`config.mk`:
```
export PLATFORM = sky130hd
export DESIGN_NAME = imem_program_loader
export DESIGN_NICKNAME = d
export VERILOG_FILES = /design/src/rtl/mips_pkg.sv /design/src/rtl/mips_instr_encoder.sv /design/src/rtl/imem_program_loader.sv
export SDC_FILE = /design/constraint.sdc
export NUM_CORES = 1
export LEC_CHECK = 0
export BUFFER_PORTS_ARGS = -buffer_cell sky130_fd_sc_hd__buf_2
export CAP_MARGIN = 40
export CORE_MARGIN = 4
export CORE_UTILIZATION = 40
export DETAILED_ROUTE_END_ITERATION = 16
export PLACE_DENSITY_LB_ADDON = 0.08
export SKIP_LAST_GASP = 1
export SYNTH_ARGS = -nofsm -noshare
export SYNTH_HDL_FRONTEND = slang
export SYNTH_SLANG_ARGS = --single-unit
```
`constraint.sdc`:
```
create_clock -name i_clk -period 4.25 [get_ports i_clk]
set_input_delay 0.2125 -clock i_clk [delete_from_list [all_inputs] [get_ports i_clk]]
set_output_delay 0.2125 -clock i_clk [all_outputs]
set_load 0.005 [all_outputs]
```
`src/rtl/mips_pkg.sv`:
```
// mips_pkg: shared MIPS encoding constants for the program loader and the control decoder.
// Contents: major opcodes (OP_*), R-type funct codes (FN_*), the loader request-op enum,
// the loader FSM state enum and an R-type packing helper.
package mips_pkg;

  localparam logic [5:0] OP_RTYPE = 6'b000000;
  localparam logic [5:0] OP_LW    = 6'b100011;
  localparam logic [5:0] OP_SW    = 6'b101011;
  localparam logic [5:0] OP_ADDI  = 6'b001000;
  localparam logic [5:0] OP_BEQ   = 6'b000100;
  localparam logic [5:0] OP_J     = 6'b000010;

  localparam logic [5:0] FN_ADD = 6'b100000;
  localparam logic [5:0] FN_SUB = 6'b100010;
  localparam logic [5:0] FN_SLT = 6'b101010;
  localparam logic [5:0] FN_MUL = 6'b011100;

  typedef enum logic [3:0] {
    ReqLw   = 4'd0,
    ReqSw   = 4'd1,
    ReqAdd  = 4'd2,
    ReqSub  = 4'd3,
    ReqSlt  = 4'd4,
    ReqMul  = 4'd5,
    ReqAddi = 4'd6,
    ReqBeq  = 4'd7,
    ReqJ    = 4'd8
  } req_op_e;

  typedef enum logic [2:0] {
    StIdle,
    StLoad,
    StWrite,
    StVerify,
    StDone
  } loader_state_e;

  function automatic logic [31:0] enc_rtype(input logic [4:0] rs, input logic [4:0] rt,
                                            input logic [4:0] rd, input logic [5:0] funct);
    return {OP_RTYPE, rs, rt, rd, 5'b00000, funct};
  endfunction

endpackage

```
`src/rtl/mips_instr_encoder.sv`:
```
// mips_instr_encoder: pure combinational request-fields -> 32-bit MIPS word.
// Ports:
//   i_op[3:0]       request op class (req_op_e), values above ReqJ are illegal
//   i_rs/i_rt/i_rd  register fields
//   i_imm[15:0]     I-type immediate
//   i_target[25:0]  J-type target
//   o_word[31:0]    encoded instruction (0 when illegal)
//   o_illegal       op class not encodable
module mips_instr_encoder
  import mips_pkg::*;
(
  input  logic [3:0]  i_op,
  input  logic [4:0]  i_rs,
  input  logic [4:0]  i_rt,
  input  logic [4:0]  i_rd,
  input  logic [15:0] i_imm,
  input  logic [25:0] i_target,
  output logic [31:0] o_word,
  output logic        o_illegal
);

  always_comb begin
    o_word    = '0;
    o_illegal = 1'b0;
    case (i_op)
      ReqLw:   o_word = {OP_LW, i_rs, i_rt, i_imm};
      ReqSw:   o_word = {OP_SW, i_rs, i_rt, i_imm};
      ReqAdd:  o_word = enc_rtype(i_rs, i_rt, i_rd, FN_ADD);
      ReqSub:  o_word = enc_rtype(i_rs, i_rt, i_rd, FN_SUB);
      ReqSlt:  o_word = enc_rtype(i_rs, i_rt, i_rd, FN_SLT);
      ReqMul:  o_word = enc_rtype(i_rs, i_rt, i_rd, FN_MUL);
      ReqAddi: o_word = {OP_ADDI, i_rs, i_rt, i_imm};
      ReqBeq:  o_word = {OP_BEQ, i_rs, i_rt, i_imm};
      ReqJ:    o_word = {OP_J, i_target};
      default: o_illegal = 1'b1;
    endcase
  end

endmodule

```
`src/rtl/imem_program_loader.sv`:
```
// imem_program_loader: encodes instruction requests into MIPS words and writes them
// sequentially into instruction memory, holding the CPU in reset while loading.
// Parameters: BASE_ADDR (byte address of word 0), DEPTH (capacity in words).
// Ports:
//   i_clk, i_rst              clock, asynchronous active-high reset
//   i_start                   begin a new load (honoured in idle/done only)
//   i_req_valid/o_req_ready   request handshake
//   i_req_op/rs/rt/rd/imm/target/last   request fields
//   o_imem_we/addr/wdata      instruction-memory write port
//   o_cpu_rst_hold            CPU held in reset while loading
//   o_load_done               level, load finished
//   o_err_illegal/overflow    sticky error flags
//   o_word_count              words written in the current load
// Optional feature: define IMEM_READBACK_EN to add i_imem_rdata / o_err_verify and a
// one-cycle read-back check after every write.
module imem_program_loader
  import mips_pkg::*;
#(
  parameter logic [31:0] BASE_ADDR = 32'h0000_0000,
  parameter int unsigned DEPTH     = 256,
  localparam int unsigned CW       = $clog2(DEPTH) + 1
) (
  input  logic          i_clk,
  input  logic          i_rst,
  input  logic          i_start,
  input  logic          i_req_valid,
  output logic          o_req_ready,
  input  logic [3:0]    i_req_op,
  input  logic [4:0]    i_req_rs,
  input  logic [4:0]    i_req_rt,
  input  logic [4:0]    i_req_rd,
  input  logic [15:0]   i_req_imm,
  input  logic [25:0]   i_req_target,
  input  logic          i_req_last,
  output logic          o_imem_we,
  output logic [31:0]   o_imem_addr,
  output logic [31:0]   o_imem_wdata,
  output logic          o_cpu_rst_hold,
  output logic          o_load_done,
  output logic          o_err_illegal,
  output logic          o_err_overflow,
  output logic [CW-1:0] o_word_count
`ifdef IMEM_READBACK_EN
  ,
  input  logic [31:0]   i_imem_rdata,
  output logic          o_err_verify
`endif
);

  loader_state_e r_state, w_state_d;

  logic [3:0]    r_op;
  logic [4:0]    r_rs, r_rt, r_rd;
  logic [15:0]   r_imm;
  logic [25:0]   r_target;
  logic          r_last;
  logic          r_ovf;  // captured request arrived with memory already full
  logic [CW-1:0] r_word_count;
  logic          r_err_illegal, r_err_overflow;

  logic [31:0]   w_word;
  logic          w_illegal;
  logic          w_accept, w_we, w_restart, w_inc;

  mips_instr_encoder u_encoder (
    .i_op     (r_op),
    .i_rs     (r_rs),
    .i_rt     (r_rt),
    .i_rd     (r_rd),
    .i_imm    (r_imm),
    .i_target (r_target),
    .o_word   (w_word),
    .o_illegal(w_illegal)
  );

  assign w_accept  = (r_state == StLoad) && i_req_valid;
  assign w_restart = ((r_state == StIdle) || (r_state == StDone)) && i_start;

`ifdef IMEM_READBACK_EN
  // Count advances after the check so the verify cycle reads back the same address.
  assign w_inc = (r_state == StVerify);
`else
  assign w_inc = w_we;
`endif

  // State register
  always_ff @(posedge i_clk or posedge i_rst) begin
    if (i_rst) begin
      r_state <= StIdle;
    end else begin
      r_state <= w_state_d;
    end
  end

  // Next-state logic
  always_comb begin
    w_state_d = r_state;
    case (r_state)
      StIdle:  if (i_start) w_state_d = StLoad;
      StLoad:  if (i_req_valid) w_state_d = StWrite;
      StWrite: begin
`ifdef IMEM_READBACK_EN
        if (w_we)        w_state_d = StVerify;
        else if (r_last) w_state_d = StDone;
        else             w_state_d = StLoad;
`else
        w_state_d = r_last ? StDone : StLoad;
`endif
      end
`ifdef IMEM_READBACK_EN
      StVerify: w_state_d = r_last ? StDone : StLoad;
`endif
      StDone:  if (i_start) w_state_d = StLoad;
      default: w_state_d = StIdle;
    endcase
  end

  // Outputs
  always_comb begin
    o_req_ready    = (r_state == StLoad);
    w_we           = (r_state == StWrite) && !w_illegal && !r_ovf;
    o_imem_we      = w_we;
    o_imem_wdata   = w_we ? w_word : 32'h0;
    o_imem_addr    = BASE_ADDR + (32'(r_word_count) << 2);
    o_cpu_rst_hold = (r_state == StLoad) || (r_state == StWrite) || (r_state == StVerify);
    o_load_done    = (r_state == StDone);
  end

  // Request capture, word counter and sticky errors
  always_ff @(posedge i_clk or posedge i_rst) begin
    if (i_rst) begin
      r_op           <= '0;
      r_rs           <= '0;
      r_rt           <= '0;
      r_rd           <= '0;
      r_imm          <= '0;
      r_target       <= '0;
      r_last         <= 1'b0;
      r_ovf          <= 1'b0;
      r_word_count   <= '0;
      r_err_illegal  <= 1'b0;
      r_err_overflow <= 1'b0;
    end else begin
      if (w_restart) begin
        r_word_count   <= '0;
        r_err_illegal  <= 1'b0;
        r_err_overflow <= 1'b0;
      end
      if (w_accept) begin
        r_op     <= i_req_op;
        r_rs     <= i_req_rs;
        r_rt     <= i_req_rt;
        r_rd     <= i_req_rd;
        r_imm    <= i_req_imm;
        r_target <= i_req_target;
        r_last   <= i_req_last;
        r_ovf    <= (r_word_count == CW'(DEPTH));
        if (r_word_count == CW'(DEPTH)) r_err_overflow <= 1'b1;
      end
      if ((r_state == StWrite) && w_illegal) r_err_illegal <= 1'b1;
      if (w_inc) r_word_count <= r_word_count + 1'b1;
    end
  end

`ifdef IMEM_READBACK_EN
  logic r_err_verify;

  always_ff @(posedge i_clk or posedge i_rst) begin
    if (i_rst) begin
      r_err_verify <= 1'b0;
    end else if (w_restart) begin
      r_err_verify <= 1'b0;
    end else if ((r_state == StVerify) && (i_imem_rdata != w_word)) begin
      r_err_verify <= 1'b1;
    end
  end

  assign o_err_verify = r_err_verify;
`endif

  assign o_err_illegal  = r_err_illegal;
  assign o_err_overflow = r_err_overflow;
  assign o_word_count   = r_word_count;

endmodule

```
======== Word level (Yosys, flattened, before mapping) ========
Cells that the tools add are included.
word-level totals
  register bits ........................... 77
  latch bits .............................. 0
  RAM bits ................................ 0
  bits in read-only memories .............. 0
  output and inout port bits .............. 79
  word-level logic and storage cells ...... 58
  memories ................................ 0
operators by class
  add/subtract/negate cells ............... 1
  multiply operators ...................... 0
  divide/modulo/power cells ............... 0
  order comparisons ....................... 0
  eq/ne operators ......................... 15
  shift-type cells ........................ 0
  mux-type cells .......................... 14
  bitwise gates (word level) .............. 0
  reduce and logical (&&, ||, !) cells .... 16
operator list
  kind                                                                     count
  32-bit case mux with 9 select lines                                      1
  32-bit two-way mux                                                       1
  9-bit two-way mux                                                        2
  4-bit by 3-bit equality test with 1-bit output, second input constant    4
  9-bit by 1-bit adder with 9-bit output, second input constant            1
  9-bit equality test, second input constant                               1
  3-bit two-way mux                                                        3
  3-bit case mux with 3 select lines                                       1
  9-bit OR reduction                                                       1
  4-bit by 2-bit equality test with 1-bit output, second input constant    2
  3-bit by 2-bit equality test with 1-bit output, second input constant    2
  1-bit two-way mux                                                        6
  1-bit logical AND                                                        5
  4-bit by 1-bit equality test with 1-bit output, second input constant    1
  4-bit equality test, second input constant                               1
  4-bit zero test                                                          1
  2-bit nonzero test                                                       2
  3-bit by 1-bit equality test with 1-bit output, second input constant    1
  3-bit equality test, second input constant                               1
  3-bit zero test                                                          1
  1-bit logical OR                                                         3
  2-bit by 1-bit inequality test with 1-bit output, second input constant  1
  2-bit inequality test, second input constant                             1
  2-bit AND reduction                                                      1
  2 further kinds                                                          2

======== Longest topological paths before layout ========
Gate-level depths: netlist of the first run.
  word-level depth ........................ 6
  gate-level depth with buffers ........... 8
  depth with buffers taken out ............ 6

======== By module ========
From an unflattened synthesis of the first run, not the netlist that was laid out.
second synthesis, totals
  cell total of the unflattened synthesis .. 394
  area, all modules ....................... 4235.3 µm²
modules (own cells, without submodules)
  module               times used  cells an instance  area an instance (µm²)
  imem_program_loader  1           285                3563.4
  mips_instr_encoder   1           109                671.9

======== Least setup slack after synthesis of the first run ========
OpenSTA, ideal clock, no wires.
  path kind ............................... register to register
  start ................................... reg r_state[2]
  end ..................................... reg r_op[0]
  arrival time ............................ 1550 ps
  required time ........................... 4125 ps
  setup slack ............................. 2574 ps
  cell stages (with the launch flop) ...... 8
  path buffers ............................ 4
  clock period less this slack ............ 1676 ps
  path through ............................ dfrtp_1 > buf_4 > nor3b_4 > and2_1 > buf_2 > buf_6 > buf_8 > mux2_4
on the way
  word-level cells in the longest chain between the ends .. 2
RTL lines
  element                                         RTL line                    source
  start: declaration                              imem_program_loader.sv:50   loader_state_e r_state, w_state_d;
  start signal: assignment                        imem_program_loader.sv:89   r_state <= StIdle;
  start signal: assignment                        imem_program_loader.sv:91   r_state <= w_state_d;
  3-bit by 1-bit equality test with 1-bit output  --
  net o_req_ready                                 imem_program_loader.sv:27   output logic o_req_ready,
  1-bit logical AND                               imem_program_loader.sv:76   assign w_accept = (r_state == StLoad) && i_req_valid;
  end signal: assignment                          imem_program_loader.sv:150  r_op <= i_req_op;
  end: declaration                                imem_program_loader.sv:52   logic [3:0] r_op;
The timed path passes the listed nets, and every way through them passes these cells.
A chain may end at the register's enable or synchronous reset.

======== Worst setup path after layout of the first run ========
  start ................................... reg r_op[3]
  end ..................................... out o_imem_wdata[15]
on the way
  word-level cells in the longest chain between the ends .. 5
RTL lines
  element                                                                       RTL line                    source
  4-bit by 1-bit equality test with 1-bit output, or another cell as far along  mips_instr_encoder.sv:25    case (i_op)
  9-bit OR reduction (no source line)                                           --
  1-bit logical AND (2 in a row)                                                imem_program_loader.sv:121  w_we = (r_state == StWrite) && !w_illegal && !r_ovf;
  32-bit two-way mux *                                                          imem_program_loader.sv:123  o_imem_wdata = w_we ? w_word : 32'h0;
  end: declaration                                                              imem_program_loader.sv:37   output logic [31:0] o_imem_wdata,
Every way passes the cells marked *; elsewhere a longest branch is shown, timed or not.

==> qor.yml, run 1 <==
status:
  outcome: "finished, final reports clean"
floorplan:
  core_area_sq_mm: 0.00991
  num_rows: 36
  initial_core_util: 0.418
  die-area_sq_mm: 0.0120
  die_h_microns: 110
  io_pins: 145
  die_w_microns: 110
final_layout:
  diodes: 0
  area.growth.synth_to_final_pct: 19.7
  finalNetCount: 531
  layout_commonest_cell: "buf_2"
  layout_common_cells: "120 x buf_2, 77 x dfrtp_1, 42 x mux2_2"
  stdcell_count: 601
  postLayoutCellArea_sq_mm: 0.00495
  layout-drive-gt1-share: 0.466
clocking:
  clk_pin_slew_ns: 0.08
  holdBufCountCts: 1
  insertion_delay_ns: 0.35
  cts_max_path_buffers: 2
  cts.repair.resized: 0
  h-tree-depth: 3
  numCtsBuffers: 9
  numClockSinks: 77
  ctsRootBufferMaster: "clkbuf_8"
  cts_setup_buffers: 0
  cts_tree: "yes"
worst_setup_path:
  path_class: "reg2out"
  rr_endpoint: "r_imm[4]"
  reg2regPathDepth: 4
  crit_required_ns: 4.04
  critical_path_peak_fanout: 23
  rrSetupSlack_ns: 2.29
  critPathCaptureType: "output pin"
  crit_arrival_ns: 2.31
  crit_start: "r_op[3]"
  critPathLaunchType: "flop"
  rr_startpoint: "r_state[0]"
routing:
  drtAntennaViolNets: 0
  wl_per_cell_microns: 16.0
  vias: 2923
  drc: 0
  drt_iter0_drc: 131
  viasPerCell: 4.86
  first_pass_iters: 4
  wl_microns: 9600
synth:
  ys_ff_latch: 77
  ys_seq_area_frac: 0.466
  postSynth.asyncResetShare: 1.00
  synth-edff-count: 0
  yosys_warnings: 0
  ys_types: 44
  synth_top_flop_cell: "dfrtp_1"
  avgSynthCellArea_sq_um: 11.5
  netlist_area_sq_mm: 0.00414
  synthCells: 359
power_and_ir_drop:
  power_w: 0.00337
  ir_drop_v: 0.000281
  power_density_mw_per_mm2: 680
  power.leakage_nw: 2.42
timing:
  slew_violations: 0
  finalSetupTns_ns: 0
  finalSetupViolCount: 0
  fin_worst_skew_ns: 0.00950
  hold_viol_final: 0
  slew_headroom: 0.560
  min_period_ns: 2.52
  worst_pin_slew_ns: 0.660
  finalWorstSetupSlack_ns: 1.73
  fmax_mhz: 396
  rsz0062_at_grt: "no"
  finalCritPeriodShare: 0.594
global_routing:
  grt.overflow.total: 0
  grt_pass1_vias: 2926
  grt_pass1_wl_microns: 14800
  grt_max_degree: 57
  grt_usage: 0.162
  antenna_found_initial: 1
worst_hold_path:
  hold_path_startpoint: "i_req_rd[3]"
  min_path_cells: 2
  hold_end: "r_rd[3]"
  hp-class: "in2reg"
placement:
  dpl_cell_area_sq_mm: 0.00466
  gp_congestion: 0.739
  dp_hpwl_microns: 6740
  dp_cells: 584
  dp_worst_setup_slack_ns: 2.06
  portBuffers: 120
flow_run:
  cap_violations: 0
where the power goes:
part	switching [W]	internal (W)
Sequential	0.000301	0.00106
Combinational	0.000536	0.000719
Clock	0.000274	0.000484
critical path, stage by stage (launching register included):
cell     delay (ns)
dfrtp_1        0.55
inv_2          0.28
nor4_4         0.38
buf_4          0.33
a22oi_1        0.13
nor2_1         0.14
buf_2          0.13
cell usage after synthesis, types with 2 or more instances:
cell type / n / area, sq um
ha_1: 2 / 25.0
nor3b_1: 3 / 22.5
a22oi_1: 25 / 188
nand2_1: 15 / 56.3
buf_8: 2 / 30.0
o2bb2ai_1: 2 / 17.5
o21ai_0: 12 / 60.1
nand4_1: 3 / 18.8
nor3_1: 5 / 25.0
buf_6: 3 / 33.8
mux2i_1: 5 / 50.1
mux2_2: 42 / 473
nand3_1: 8 / 40.0
buf_4: 39 / 293
inv_1: 7 / 26.3
mux2_4: 23 / 345
nor2_1: 37 / 139
and4_1: 2 / 17.5
clkbuf_1: 6 / 22.5
buf_2: 6 / 30.0
and3_1: 3 / 18.8
dfrtp_1: 77 / 1930
a21oi_1: 8 / 40.0
and2_1: 3 / 18.8
inv_2: 2 / 7.51
state kept, by name, indices dropped and copies added (netlist names):
signal	flops
o_err_illegal	1
r_last	1
r_rs	5
r_state	3
o_err_overflow	1
r_ovf	1
r_op	4
r_rd	5
o_word_count	9
r_rt	5
r_target	26
r_imm	16
metal layers:
layer,routed length (microns),GRT usage
met4,120,0.0516
met1,4290,0.218
met3,730,0.0552
met5,13,0
met2,4440,0.247
stage by stage:
stage / hold slack, ns / utilization
5_1_grt: 0.0667 / 0.500
2_1_floorplan: 0.329 / -
3_3_place_gp: 0.386 / 0.465
4_1_cts: 0.0697 / 0.500
3_5_place_dp: 0.0713 / 0.471
6_report: 0.0859 / 0.500
worst max path at each step:
stage	end	slack, ns
floorplan	o_err_illegal	2.07
global route	o_imem_wdata[10]	1.44
detailed placement	o_imem_wdata[6]	2.06
CTS	o_imem_wdata[6]	1.67
global placement	r_target[20]	2.05
finish	o_imem_wdata[15]	1.73
cell families after synthesis:
| logic type | count (synthesis) | synth area share |
|---|---|---|
| simple gates | 88 | 0.114 |
| flops | 77 | 0.466 |
| mux | 70 | 0.210 |
| buf+inv | 66 | 0.109 |
| compound gates | 52 | 0.0868 |
| fa+ha+maj | 3 | 0.00847 |
| xor+xnor | 2 | 0.00605 |
| other cells | 1 | 0.000906 |
final cells by class:
class / count / area (sq um)
Multi-Input combinational cell: 239 / 1850
Inverter: 10 / 41.3
Tap cell: 133 / 166
Timing Repair Buffer: 126 / 688
Sequential cell: 77 / 1930
Fill cell: 943 / 4960
Clock inverter: 5 / 129
Clock buffer: 11 / 151
(Power assumes the default switching activity.)
==> inputs of run 2 (changes only) <==
==> constraint.sdc (replaced) <==
create_clock -name i_clk -period 2.6 [get_ports i_clk]
set_input_delay 0.13 -clock i_clk [delete_from_list [all_inputs] [get_ports i_clk]]
set_output_delay 0.13 -clock i_clk [all_outputs]
set_load 0.005 [all_outputs]
==> run 2 against run 1 <==
Sequential cell count is the same. Clock-buffer cell count did not move. Critical path depth down 1. Non-clock buffer count rose by 45. Largest cell class unchanged. First-iteration DRC count shrank 27%. Register-to-register slack got worse by 1.5 ns. Highest routed layer is now met4. Largest power group is now combinational logic. Sequential share of layout area shrank 2.9 points. Critical path type unchanged.
==> qor.yml, run 2 (synthesized netlist as in run 1, its figures left out) <==
floorplan:
  die_h_microns: 110  # unchanged
  io_pins: 145  # unchanged
  core_area_sq_mm: 0.00991  # unchanged
  initial_core_util: 0.418  # unchanged
  die-area_sq_mm: 0.0120  # unchanged
  die_w_microns: 110  # unchanged
  num_rows: 36  # unchanged
timing:
  min_period_ns: 2.23
  worst_pin_slew_ns: 0.697  # +0.0370 ns
  slew_headroom: 0.535  # -0.0252
  fmax_mhz: 449
  finalSetupViolCount: 0  # unchanged
  holdWs_ns: 0.0126  # -0.0733 ns
  rsz0062_at_grt: "no"
  fin_worst_skew_ns: 0.00890  # -0.000602 ns
  slew_violations: 0  # unchanged
  finalCritPeriodShare: 0.856
  finalSetupTns_ns: 0  # unchanged
  hold_viol_final: 0  # unchanged
global_routing:
  grt_pass1_wl_microns: 15700  # +6.1%
  antenna_found_initial: 0  # -1
  grt_usage: 0.171  # +0.00819
  grt_pass1_vias: 3086  # +5.5%
  grt.overflow.total: 0  # unchanged
  grt_max_degree: 43  # -25%
final_layout:
  layout_commonest_cell: "buf_2"
  stdcell_count: 645  # +7.3%
  diodes: 0  # unchanged
  final_core_util: 0.539  # +0.0395
  layout_common_cells: "120 x buf_2, 77 x dfrtp_1, 42 x mux2_2, 42 x dlygate4sd3_1, 37 x nor2_1"
  finalNetCount: 576  # +8.5%
  layout-drive-gt1-share: 0.432  # -0.0342
  postLayoutCellArea_sq_mm: 0.00535  # +7.9%
  area.growth.synth_to_final_pct: 29.2
  largest_register_ffs: 26  # unchanged
  top_register: "r_target"
worst_setup_path:
  critPathLaunchType: "flop"
  reg2regPathDepth: 5  # +1
  critPathCaptureType: "output pin"
  crit_required_ns: 2.47  # -1.57 ns
  crit_start: "r_op[1]"
  crit_end: "o_imem_wdata[0]"
  rrSetupSlack_ns: 0.83  # -1.46 ns
  crit_arrival_ns: 2.10  # -0.21 ns
  rr_startpoint: "r_op[0]"
  rr_endpoint: "o_word_count[6]"
  path_class: "reg2out"
  critical_path_peak_fanout: 10  # -57%
routing:
  drc: 0  # unchanged
  viasPerCell: 4.87  # about the same
  drt_iter0_drc: 96  # -27%
  vias: 3138  # +7.4%
  drtAntennaViolNets: 0  # unchanged
  wl_microns: 10000  # +4.2%
  first_pass_iters: 4  # unchanged
  wl_per_cell_microns: 15.5  # -2.9%
clocking:
  h-tree-depth: 3  # unchanged
  insertion_delay_ns: 0.35  # about the same
  numCtsBuffers: 9  # unchanged
  clk_pin_slew_ns: 0.08  # about the same
  cts_max_path_buffers: 2  # unchanged
  numClockSinks: 77  # unchanged
  cts_tree: "yes"
  cts_setup_buffers: 0  # unchanged
  ctsRootBufferMaster: "clkbuf_8"
placement:
  gp_congestion: 0.761  # +2.9%
  dp_cells: 588  # +0.68%
  dpl_cell_area_sq_mm: 0.00468  # +0.32%
  dp_hpwl_microns: 6790  # +0.75%
  portBuffers: 120  # unchanged
power_and_ir_drop:
  ir_drop_v: 0.000396  # +41%
  power.leakage_nw: 2.58  # +7.0%
  power_density_mw_per_mm2: 1030  # +51%
worst_hold_path:
  hold_path_startpoint: "i_req_target[0]"
  hp-class: "in2reg"
flow_run:
  cap_violations: 0  # unchanged
status:
  outcome: "finished, final reports clean"
run 2: layout make-up:
type	instances	area, sq um
fillers	895	4560
repair buffers	171	1110
clock inverters	4	95.1
multi-input cells	239	1850
clock buffers	11	151
well taps	133	166
flip-flops and latches	77	1930
inverters	10	41.3
run 2: stage by stage:
stage          total power (W)  worst slack [ns]
4_1_cts                0.00556             0.318
3_3_place_gp           0.00432             0.742
5_1_grt                0.00589             0.172
2_1_floorplan          0.00388             0.503
3_5_place_dp           0.00436             0.725
6_report               0.00550             0.374
run 2: worst min path at each step:
stage / end / slack [ns] / cells after the start
after CTS: r_op[3] / 0.002 / 3
after detailed placement: r_rd[0] / 0.26 / 2
after global placement: r_rd[1] / 0.25 / 2
after floorplan: r_op[2] / 0.25 / 2
after global routing: r_imm[12] / 0.005 / 2
final: r_target[0] / 0.01 / 2
run 2: repair_timing:
action | CTS | global route
endpoints found under the setup margin | 0 | 0
hold endpoints to repair | 77 | 1
resized for setup | 0 | 0
hold buffers | 41 | 1
run 2: power by group:
part / internal (W) / total, W / switching [W] / leakage [nW]
clock network: 0.000684 / 0.00112 / 0.000439 / 0.125
logic: 0.00125 / 0.00223 / 0.000977 / 1.52
registers: 0.00173 / 0.00215 / 0.000422 / 0.937
run 2: per-layer routing:
layer / GRT usage / vias up / routed length, microns / share of wire
met5: 0 / - / 0 / 0
met4: 0.0677 / 0 / 163 / 0.016
met3: 0.0346 / 14 / 629 / 0.063
met2: 0.270 / 104 / 4680 / 0.47
met1: 0.230 / 1522 / 4530 / 0.45
li1: - / 1498 / - / -
run 2: critical path, cell delays in order, from the launching register on:
cell and delay [ns]:
dfrtp_1 0.59, xor2_2 0.22, nor2_1 0.50, a22oi_1 0.17
nor2_1 0.13, buf_2 0.12
==> inputs of run 3 (changes only) <==
--- a/config.mk
+++ b/config.mk
@@ -8,9 +8,9 @@
 export BUFFER_PORTS_ARGS = -buffer_cell sky130_fd_sc_hd__buf_2
 export CAP_MARGIN = 40
 export CORE_MARGIN = 4
-export CORE_UTILIZATION = 40
+export CORE_UTILIZATION = 30
+export CTS_CLUSTER_DIAMETER = 30
 export DETAILED_ROUTE_END_ITERATION = 16
-export PLACE_DENSITY_LB_ADDON = 0.08
 export SKIP_LAST_GASP = 1
 export SYNTH_ARGS = -nofsm -noshare
 export SYNTH_HDL_FRONTEND = slang
==> run 3 against run 2 <==
Clock skew fell by 0.0039 ns. Highest routed layer unchanged. Clock power rose by 4%. Via count fell by 3.3%. Power rose by 0.61%. Sequential cell count did not move. Cell area fell by 6.0%. Critical endpoint is now o_imem_wdata[14].
==> qor.yml, run 3 (synthesized netlist as in run 1, its figures left out) <==
status:
  outcome: "finished, final reports clean"
flow_run:
  cap_violations: 0  # unchanged
clocking:
  holdBufCountCts: 1  # -98%
  ctsRootBufferMaster: "clkbuf_16"
  cts_max_path_buffers: 2  # unchanged
  numClockSinks: 77  # unchanged
  insertion_delay_ns: 0.34  # about the same
  cts_tree: "yes"
  numCtsBuffers: 9  # unchanged
  cts.repair.resized: 0  # unchanged
  h-tree-depth: 3  # unchanged
  cts_setup_buffers: 0  # unchanged
  clk_pin_slew_ns: 0.06  # -0.02 ns
worst_setup_path:
  critPathLaunchType: "flop"
  critical_path_peak_fanout: 8  # -2
  crit_end: "o_imem_wdata[14]"
  rrSetupSlack_ns: 0.63  # -0.20 ns
  crit_arrival_ns: 2.11  # about the same
  reg2regPathDepth: 4  # -1
  worst-path-buf-inv: 1  # unchanged
  rr_startpoint: "r_state[0]"
  path_class: "reg2out"
  path_depth: 5  # unchanged
  rr_endpoint: "r_rd[1]"
  cp_cell_sequence: "xor2_2, mux2_2, a22oi_1, nor2_1, buf_2"
  crit_required_ns: 2.47  # about the same
  cp_slowest_cell: "dfrtp_1"
  cp_top_family: "flip-flops"
  crit_path_max_incr_delay_ns: 0.57  # -0.02 ns
  critPathCaptureType: "output pin"
  crit_start: "r_op[1]"
timing:
  min_period_ns: 2.24  # +0.00880 ns
  slew_headroom: 0.536  # +0.00115
  rsz0062_at_grt: "no"
  finalCritPeriodShare: 0.860  # +0.00339
  hold_viol_final: 0  # unchanged
  finalSetupTns_ns: 0  # unchanged
  slew_violations: 0  # unchanged
  worst_pin_slew_ns: 0.696  # -0.000921 ns
  fmax_mhz: 447  # -0.39%
  finalSetupViolCount: 0  # unchanged
  fin_worst_skew_ns: 0.00503  # -0.00387 ns
final_layout:
  postLayoutCellArea_sq_mm: 0.00502  # -6.0%
  top_register: "r_target"
  regArea_sq_mm: 0.00193  # unchanged
  layout-drive-gt1-share: 0.461  # +0.0291
  finalNetCount: 534  # -7.3%
  layout_common_cells: "120 x buf_2, 77 x dfrtp_1, 42 x mux2_2"
  area.growth.synth_to_final_pct: 21.4
  multi_input_area_sq_mm: 0.00185  # unchanged
  fillers: 1326  # +48%
  largest_register_ffs: 26  # unchanged
  layout_commonest_cell: "buf_2"
floorplan:
  initial_core_util: 0.309  # -0.109
  die-area_sq_mm: 0.0157  # +31%
  die_h_microns: 125  # +14%
  die_w_microns: 125  # +14%
  core_area_sq_mm: 0.0134  # +35%
  io_pins: 145  # unchanged
  num_rows: 42  # +17%
placement:
  dp_hpwl_microns: 7340  # +8.1%
  portBuffers: 120  # unchanged
  dpl_cell_area_sq_mm: 0.00474  # +1.3%
  gp_congestion: 0.750  # -1.4%
routing:
  viasPerCell: 4.68  # -3.8%
  wl_per_cell_microns: 15.7  # +1.4%
  wl_microns: 10200  # +1.9%
  drt_iter0_drc: 144  # +50%
  first_pass_iters: 4  # unchanged
  drtAntennaViolNets: 0  # unchanged
  vias: 3034  # -3.3%
  drc: 0  # unchanged
power_and_ir_drop:
  power.leakage_nw: 2.42  # -6.3%
  ir_drop_v: 0.000453  # +14%
  power_density_mw_per_mm2: 1100  # +7.1%
  power_w: 0.00554  # +0.61%
worst_hold_path:
  hp-class: "in2reg"
  hold_path_startpoint: "i_req_imm[1]"
global_routing:
  grt.overflow.total: 0  # unchanged
  grt_max_degree: 40  # -7.0%
  antenna_found_initial: 1  # +1
  grt_pass1_vias: 3053  # -1.1%
  grt_pass1_wl_microns: 15800  # +0.71%
  grt_usage: 0.129  # -0.0418
run 3: worst min path at each step:
stage             endpoint  cells past startpoint
2_1_floorplan      r_op[2]                      2
3_3_place_gp     r_imm[11]                      2
3_5_place_dp       r_rd[0]                      2
4_1_cts        r_target[5]                      2
5_1_grt           r_imm[7]                      2
6_report          r_imm[1]                      2
run 3: per-layer routing:
layer / global-route usage / vias to the layer above / wire length [microns]
met4: 0.0619 / 0 / 232
met1: 0.162 / 1478 / 4440
met5: 0 / - / 0
met2: 0.203 / 124 / 4760
li1: - / 1416 / -
met3: 0.0367 / 16 / 752
run 3: worst register-to-register path: cells and delay by family (launching register included):
| family | cells | cell delay, ns |
|---|---|---|
| mux | 1 | 0.37 |
| flops | 1 | 0.54 |
| buf+inv | 1 | 0.26 |
| simple gates | 2 | 0.67 |
run 3: area by class of cell:
type | instances | share of cell area
Sequential cell | 77 | 0.384
Multi-Input combinational cell | 239 | 0.368
Timing Repair Buffer | 129 | 0.141
Clock buffer | 15 | 0.0533
Tap cell | 176 | 0.0438
Inverter | 10 | 0.00822
Clock inverter | 1 | 0.000997
Antenna cell | 1 | 0.000498
run 3: power by group:
group / switching [W] / internal, W / leakage (nW)
Combinational: 0.000990 / 0.00121 / 1.35
Sequential: 0.000431 / 0.00173 / 0.937
Clock: 0.000471 / 0.000698 / 0.134
run 3: metrics by stage:
stage	utilization	hold slack, ns	cells	worst slack, ns
6_report	0.375	0.0166	648	0.365
4_1_cts	0.375	0.00106	647	0.320
5_1_grt	0.375	0.00651	648	0.251
2_1_floorplan	-	0.247	382	0.503
3_5_place_dp	0.354	0.261	630	0.628
3_3_place_gp	0.354	0.259	630	0.698
